--- src/rtl/riscv32_muldiv_seq.sv ---
// riscv32_muldiv_seq
// Multi-cycle RV32M sequencer: iterative shift-add multiply and restoring
// divide, one bit per cycle, over one shared 33-bit add/subtract datapath.
// Special divides (divide by zero, signed overflow) skip the iteration phase.
//
// Ports:
//   clk       rising-edge clock
//   rst       synchronous active-high reset (wins over start and flush)
//   start     request, accepted only while ready=1
//   flush     aborts an in-flight op; blocks a same-cycle start
//   op        RV32M funct3 (MUL, MULH, MULHSU, MULHU, DIV, DIVU, REM, REMU)
//   op1_data  rs1 value (multiplicand / dividend)
//   op2_data  rs2 value (multiplier / divisor)
//   ready     high in IDLE and DONE
//   busy      high in CALC and FIX
//   done      one-cycle pulse, result valid
//   result    final value, updated only when FIX completes
module riscv32_muldiv_seq #(
    parameter int XLEN   = 32,
    parameter int OP_LEN = 3,
    parameter int ITER   = 32
) (
    input  logic              clk,
    input  logic              rst,
    input  logic              start,
    input  logic              flush,
    input  logic [OP_LEN-1:0] op,
    input  logic [XLEN-1:0]   op1_data,
    input  logic [XLEN-1:0]   op2_data,
    output logic              ready,
    output logic              busy,
    output logic              done,
    output logic [XLEN-1:0]   result
);

    localparam int CW = $clog2(ITER);

    localparam logic [OP_LEN-1:0] OP_MUL    = 3'b000;
    localparam logic [OP_LEN-1:0] OP_MULH   = 3'b001;
    localparam logic [OP_LEN-1:0] OP_MULHSU = 3'b010;
    localparam logic [OP_LEN-1:0] OP_DIV    = 3'b100;
    localparam logic [OP_LEN-1:0] OP_REM    = 3'b110;

    typedef enum logic [1:0] {
        S_IDLE,
        S_CALC,
        S_FIX,
        S_DONE
    } state_t;

    state_t            state;
    logic [CW-1:0]     cnt;
    logic [OP_LEN-1:0] op_q;
    logic [XLEN-1:0]   hi;       // product high / partial remainder / special result
    logic [XLEN-1:0]   lo;       // multiplier bits / quotient bits
    logic [XLEN-1:0]   opb;      // multiplicand or divisor magnitude
    logic              neg1;
    logic              neg2;
    logic              special;

    function automatic logic [XLEN-1:0] neg_w(input logic [XLEN-1:0] v);
        return (~v) + XLEN'(1);
    endfunction

    function automatic logic [2*XLEN-1:0] neg_dw(input logic [2*XLEN-1:0] v);
        return (~v) + (2*XLEN)'(1);
    endfunction

    // Operand conditioning for the incoming request
    logic            s1, s2, a_neg, b_neg, div_zero, ovf, is_special, accept;
    logic [XLEN-1:0] a_mag, b_mag, spec_val;

    always_comb begin
        s1       = (op == OP_MULH) || (op == OP_MULHSU) || (op == OP_DIV) || (op == OP_REM);
        s2       = (op == OP_MULH) || (op == OP_DIV) || (op == OP_REM);
        a_neg    = s1 && op1_data[XLEN-1];
        b_neg    = s2 && op2_data[XLEN-1];
        a_mag    = a_neg ? neg_w(op1_data) : op1_data;
        b_mag    = b_neg ? neg_w(op2_data) : op2_data;
        div_zero = op[2] && (op2_data == '0);
        ovf      = ((op == OP_DIV) || (op == OP_REM)) &&
                   (op1_data == {1'b1, {(XLEN-1){1'b0}}}) && (op2_data == '1);
        is_special = div_zero || ovf;
        // op[1] separates remainder ops from quotient ops within the divide group
        if (div_zero)
            spec_val = op[1] ? op1_data : '1;
        else
            spec_val = op[1] ? '0 : {1'b1, {(XLEN-1){1'b0}}};
        accept = start && !flush && ((state == S_IDLE) || (state == S_DONE));
    end

    // Shared 33-bit adder: add for multiply, subtract (a + ~b + 1) for divide
    logic          is_div;
    logic [XLEN:0] shifted, add_a, add_b, sum;

    always_comb begin
        is_div  = op_q[2];
        shifted = {hi, lo[XLEN-1]};
        add_a   = is_div ? shifted : {1'b0, hi};
        if (is_div)
            add_b = ~{1'b0, opb};
        else
            add_b = lo[0] ? {1'b0, opb} : '0;
        sum = add_a + add_b + {{XLEN{1'b0}}, is_div};
    end

    // Sign correction and result select
    logic [2*XLEN-1:0] prod;
    logic [XLEN-1:0]   quo, rem, fix_res;

    always_comb begin
        prod = {hi, lo};
        if (neg1 ^ neg2)
            prod = neg_dw(prod);
        quo = (neg1 ^ neg2) ? neg_w(lo) : lo;
        rem = neg1 ? neg_w(hi) : hi;
        case (op_q)
            OP_MUL:                 fix_res = prod[XLEN-1:0];
            3'b001, 3'b010, 3'b011: fix_res = prod[2*XLEN-1:XLEN];
            3'b100, 3'b101:         fix_res = quo;
            default:                fix_res = rem;
        endcase
        if (special)
            fix_res = hi;
    end

    always_ff @(posedge clk) begin
        if (rst) begin
            state  <= S_IDLE;
            cnt    <= '0;
            result <= '0;
        end else begin
            case (state)
                S_IDLE, S_DONE: begin
                    if (accept) begin
                        op_q    <= op;
                        neg1    <= a_neg;
                        neg2    <= b_neg;
                        special <= is_special;
                        opb     <= is_special ? '0 : b_mag;
                        cnt     <= '0;
                        if (is_special) begin
                            hi    <= spec_val;
                            lo    <= '0;
                            state <= S_FIX;
                        end else begin
                            // multiply: lo holds the multiplier, opb the multiplicand
                            // divide:   lo holds the dividend,   opb the divisor
                            hi    <= '0;
                            lo    <= op[2] ? a_mag : b_mag;
                            opb   <= op[2] ? b_mag : a_mag;
                            state <= S_CALC;
                        end
                    end else begin
                        state <= S_IDLE;
                    end
                end
                S_CALC: begin
                    if (flush) begin
                        state <= S_IDLE;
                    end else begin
                        if (is_div) begin
                            // sum[XLEN] is the sign of the trial subtraction
                            if (!sum[XLEN]) begin
                                hi <= sum[XLEN-1:0];
                                lo <= {lo[XLEN-2:0], 1'b1};
                            end else begin
                                hi <= shifted[XLEN-1:0];
                                lo <= {lo[XLEN-2:0], 1'b0};
                            end
                        end else begin
                            hi <= sum[XLEN:1];
                            lo <= {sum[0], lo[XLEN-1:1]};
                        end
                        if (cnt == CW'(ITER - 1))
                            state <= S_FIX;
                        else
                            cnt <= cnt + CW'(1);
                    end
                end
                S_FIX: begin
                    if (flush) begin
                        state <= S_IDLE;
                    end else begin
                        result <= fix_res;
                        state  <= S_DONE;
                    end
                end
                default: state <= S_IDLE;
            endcase
        end
    end

    assign ready = (state == S_IDLE) || (state == S_DONE);
    assign busy  = (state == S_CALC) || (state == S_FIX);
    assign done  = (state == S_DONE);

endmodule

--- config.mk ---
export PLATFORM = sky130hd
export DESIGN_NAME = riscv32_muldiv_seq
export DESIGN_NICKNAME = d
export VERILOG_FILES = /design/src/rtl/riscv32_muldiv_seq.sv
export SDC_FILE = /design/constraint.sdc
export NUM_CORES = 1
export LEC_CHECK = 0
export CAP_MARGIN = 0
export CORE_UTILIZATION = 65
export DETAILED_ROUTE_END_ITERATION = 10
export GPL_TIMING_DRIVEN = 0
export PLACE_DENSITY_LB_ADDON = 0.1
export SLEW_MARGIN = 20
export SYNTH_ARGS = -nofsm -noshare
export SYNTH_HDL_FRONTEND = slang
export SYNTH_SLANG_ARGS = --single-unit
--- constraint.sdc ---
create_clock -name clk -period 11.75 [get_ports clk]
set_clock_uncertainty 0.1 [all_clocks]
set_input_delay 2.35 -clock clk [delete_from_list [all_inputs] [get_ports clk]]
set_output_delay 2.35 -clock clk [all_outputs]
set_load 0.05 [all_outputs]
==> tab_implementation.tex <==
\begin{tabular}{lr}
\hline
Metric & Value \\
\hline
\multicolumn{2}{l}{\textbf{Clock tree}} \\
Clock Path Buffers & 2 \\
CTS Root Cell & clkbuf\_16 \\
Clock-pin slew on the worst setup and hold paths & approximately 0.070 ns \\
Resized cells post-CTS & 0 \\
Clock sinks & about 140 \\
Post-cts hold buffer count & 0 \\
H-Tree Depth & 4 \\
Number of buffers created by CTS & 17 \\
Number of buffers inserted by post-CTS setup repair & 0 \\
Clock latency at the later pin of the worst-skew pair & 0.45 ns \\
CTS tree & built \\
\multicolumn{2}{l}{\textbf{Timing}} \\
Setup slack after layout & 4.96 ns \\
Final setup viols & 0 \\
Count of final hold-check violations & 0 \\
Minimum period implied by the final worst setup slack & between 6 and 7 ns \\
Period utilization & 0.578 \\
Setup repair after global routing missed its margin & false \\
TNS Setup & 0 ns \\
Final-report max-slew violation count & 0 \\
Slew HR & 0.112 \\
Worst Max-Slew Pin Slew & about 1.3 ns \\
Min Hold Slack & approximately 0.35 ns \\
Upper clock frequency limit & $\sim$150 MHz \\
\multicolumn{2}{l}{\textbf{Worst hold path}} \\
Worst min path class & flip-flop to flip-flop \\
\multicolumn{2}{l}{\textbf{Synthesis}} \\
Async S/R FF share, synth & 0 \\
Synth Area in XOR/XNOR & 0.0951 \\
Post-synthesis cell count & 1764 \\
Number of distinct library cells after synthesis & a little over 70 \\
Cell type with the highest aggregate area in the netlist & edfxtp\_1 \\
Compound-gate portion of the synthesized area & 0.255 \\
Number of enable-type register cells in the synthesized netlist & 102 \\
Prevailing post-synth register cell & edfxtp\_1 \\
Yosys synthesis warning count & 0 \\
Most frequently used cell type in the post-synthesis netlist & a21oi\_1 \\
Cell types occupying the most area after synthesis & edfxtp\_1 22\%, a21oi\_1 7.5\%, o21ai\_0 6.6\% \\
Cell types with the highest counts after synthesis & 205 x a21oi\_1, 179 x o21ai\_0, 177 x nor2\_1 \\
Post-Synthesis Net Count & about 1900 \\
Flops \& latches, synth & roughly 140 \\
Share of cell area taken by muxes after synthesis & 0.0768 \\
Fraction of post-synthesis cell area in the top cell type by area & 0.225 \\
Post-Synth Simple-Gate Area & 0.194 \\
Synth Cell Area & 13600 µm² \\
Sequential fraction of the synthesis area & 0.282 \\
Post-synthesis adder-cell area fraction & 0.0415 \\
Syn avg cell area & 7.73 µm² \\
Combinational family with the most area after synthesis & compound AO/OA/AOI/OAI gates \\
\multicolumn{2}{l}{\textbf{Detailed routing}} \\
Routed wire per std cell & about 24 µm \\
Via count of the routed design & 15400 \\
Starting DRT DRC Count & between 2000 and 2500 \\
DRC violation count after routing & 0 \\
Remaining number of nets flagged by the antenna check after routing & 0 \\
Routed vias/inst & around 7.1 \\
First-pass iteration count of the detailed router & 7 \\
Total wire length & approximately 53000 µm \\
\multicolumn{2}{l}{\textbf{Floorplan}} \\
Effective utilization at floorplan & 0.669 \\
Die W & approximately 150 µm \\
Core footprint & 20400 µm² \\
Row Count & 52 \\
I/O pin count & 106 \\
Die outline area & 21600 µm² \\
Die Span Y & about 150 µm \\
\multicolumn{2}{l}{\textbf{Power}} \\
Peak supply drop & just over 0.00009 V \\
Leakage power figure & slightly below 0.006 µW \\
Power per Cell Area & 105 nW/µm² \\
\multicolumn{2}{l}{\textbf{Global routing}} \\
Global-route wire length before repair & 79600 µm \\
Number of global-route vias before repair & between 10000 and 15000 \\
Gr usage total & 0.484 \\
Maximum number of pins on one net before global-route repair & 17 \\
Gr ovfl total & 0 \\
Number of antenna violations at the first check in global routing & 1 \\
\multicolumn{2}{l}{\textbf{Setup path}} \\
Type of the setup path with the least slack & input pin to flip-flop \\
Startpoint kind of the worst setup timing path & input pin \\
Kind of end point of the critical path & flip-flop \\
Data arrival time at the worst-slack endpoint & 6.87 ns \\
Worst endpoint required time & between 10 and 15 ns \\
Maximum net fanout on the critical path & 10 \\
\multicolumn{2}{l}{\textbf{Finish}} \\
Register cell area after layout & 3840 µm² \\
Ratio of cells with drive above 1 in the final layout & 0.0575 \\
Number of diodes added for antenna fixing & 0 \\
Number of fillers in the final layout & between 1000 and 1500 \\
Layout overhead on the synthesized area & 15.2\% \\
Number of nets in the layout & between 2000 and 2500 \\
Fin util & 0.771 \\
Multi-input gate area in the final layout & 9040 µm² \\
Layout Cells excl Fill & approximately 2200 \\
\multicolumn{2}{l}{\textbf{Placement}} \\
Gp weighted congestion & roughly 1.0 \\
Setup WS pre-CTS & a little under 5 ns \\
Port buffer count & around 100 \\
Cell total after placement & 2152 \\
Half-perimeter wire length after placement & around 40000 µm \\
\multicolumn{2}{l}{\textbf{Flow run}} \\
Max Cap Viol & 0 \\
\multicolumn{2}{l}{\textbf{Run status}} \\
Status & completed \\
\hline
\end{tabular}
[cells by family (layout without fill, tap and decap cells)]
kind of cell | after synthesis | after routing
muxes | 100 | 100
AOI/OAI and AO/OA | 583 | 583
DFF | 141 | 141
buffers and inverters | 199 | 349
and+or+nand+nor | 549 | 549
adders and majority gates | 44 | 44
xor gates and xnor gates | 148 | 148
[power breakdown]
part           switching, µW  internal (µW)
Sequential              23.8            568
Clock                    254            299
Combinational            314            182
[registers in the layout (all words and copies together) (netlist names)]
register and cells:
hi 32, lo 32, opb 32, result 32
cnt 5, op_q 3, state 2, neg1 1
neg2 1, special 1
[per-stage QoR]
stage          total power [µW]  area, µm²
2_1_floorplan               911      13600
3_3_place_gp               1050      15000
3_5_place_dp               1060      15100
4_1_cts                    1610      15700
5_1_grt                    1680      15700
6_report                   1640      15700
[path summary, 6_finish.rpt]
check	from	endpoint	slack (ns)	cells after the start
setup / recovery	op1_data[0]	lo[10]	4.96	12
hold / removal	result[1]	result[1]	0.35	2
setup reg to reg	op_q[2]	hi[19]	5.39	18
hold reg to reg	result[1]	result[1]	0.35	2
[cells in the final DEF, fill, tap and decap left out, drive strengths merged, types with 9 or more instances in the layout]
cell	synthesis	layout
a21oi	205	205
o21ai	197	197
nor2	177	177
nand2	145	145
clkbuf	121	139
clkdlybuf4s50	0	104
edfxtp	102	102
xnor2	78	78
inv	66	73
xor2	70	70
mux2i	66	66
nor3	52	52
ha	42	42
dfxtp	39	39
mux2	34	34
or3	31	31
buf	12	26
o31ai	23	23
nor4	23	23
a211oi	20	20
nand4	19	19
nand3	17	17
nand2b	17	17
o211ai	17	17
a31oi	17	17
a21o	15	15
or4	15	15
a221oi	13	13
nor2b	11	11
and2	11	11
a2111o	10	10
and3	9	9
o41ai	9	9
o221ai	9	9
or2	9	9
[metal layers]
| layer | share of wire | wire length (µm) | global-route usage |
|---|---|---|---|
| met1 | 0.35 | 18200 | 0.558 |
| met2 | 0.44 | 23200 | 0.776 |
| met3 | 0.13 | 6860 | 0.118 |
| met4 | 0.082 | 4300 | 0.376 |
| met5 | 0.00025 | 13 | 0 |
[area by class of cell]
cell class	instances	share of cell area
inverter	66	0.0158
sequential	141	0.245
multi-input combinational	1424	0.576
timing repair buffer	118	0.0725
clock buffer	18	0.0273
clock inverter	14	0.00957
tap	270	0.0215
buffer	133	0.0328
[worst max-delay path: stages]
cell,delay (ns)
clkdlybuf4s50_1,0.49
inv_1,0.14
ha_1,0.17
or3b_2,0.48
or4_1,0.40
clkbuf_1,0.25
nor3_1,0.56
nand3_1,0.22
o21ai_1,0.60
clkbuf_1,0.83
a2111o_1,0.24
o21ai_0,0.11
Note: power is estimated with default switching activity, not from simulation.
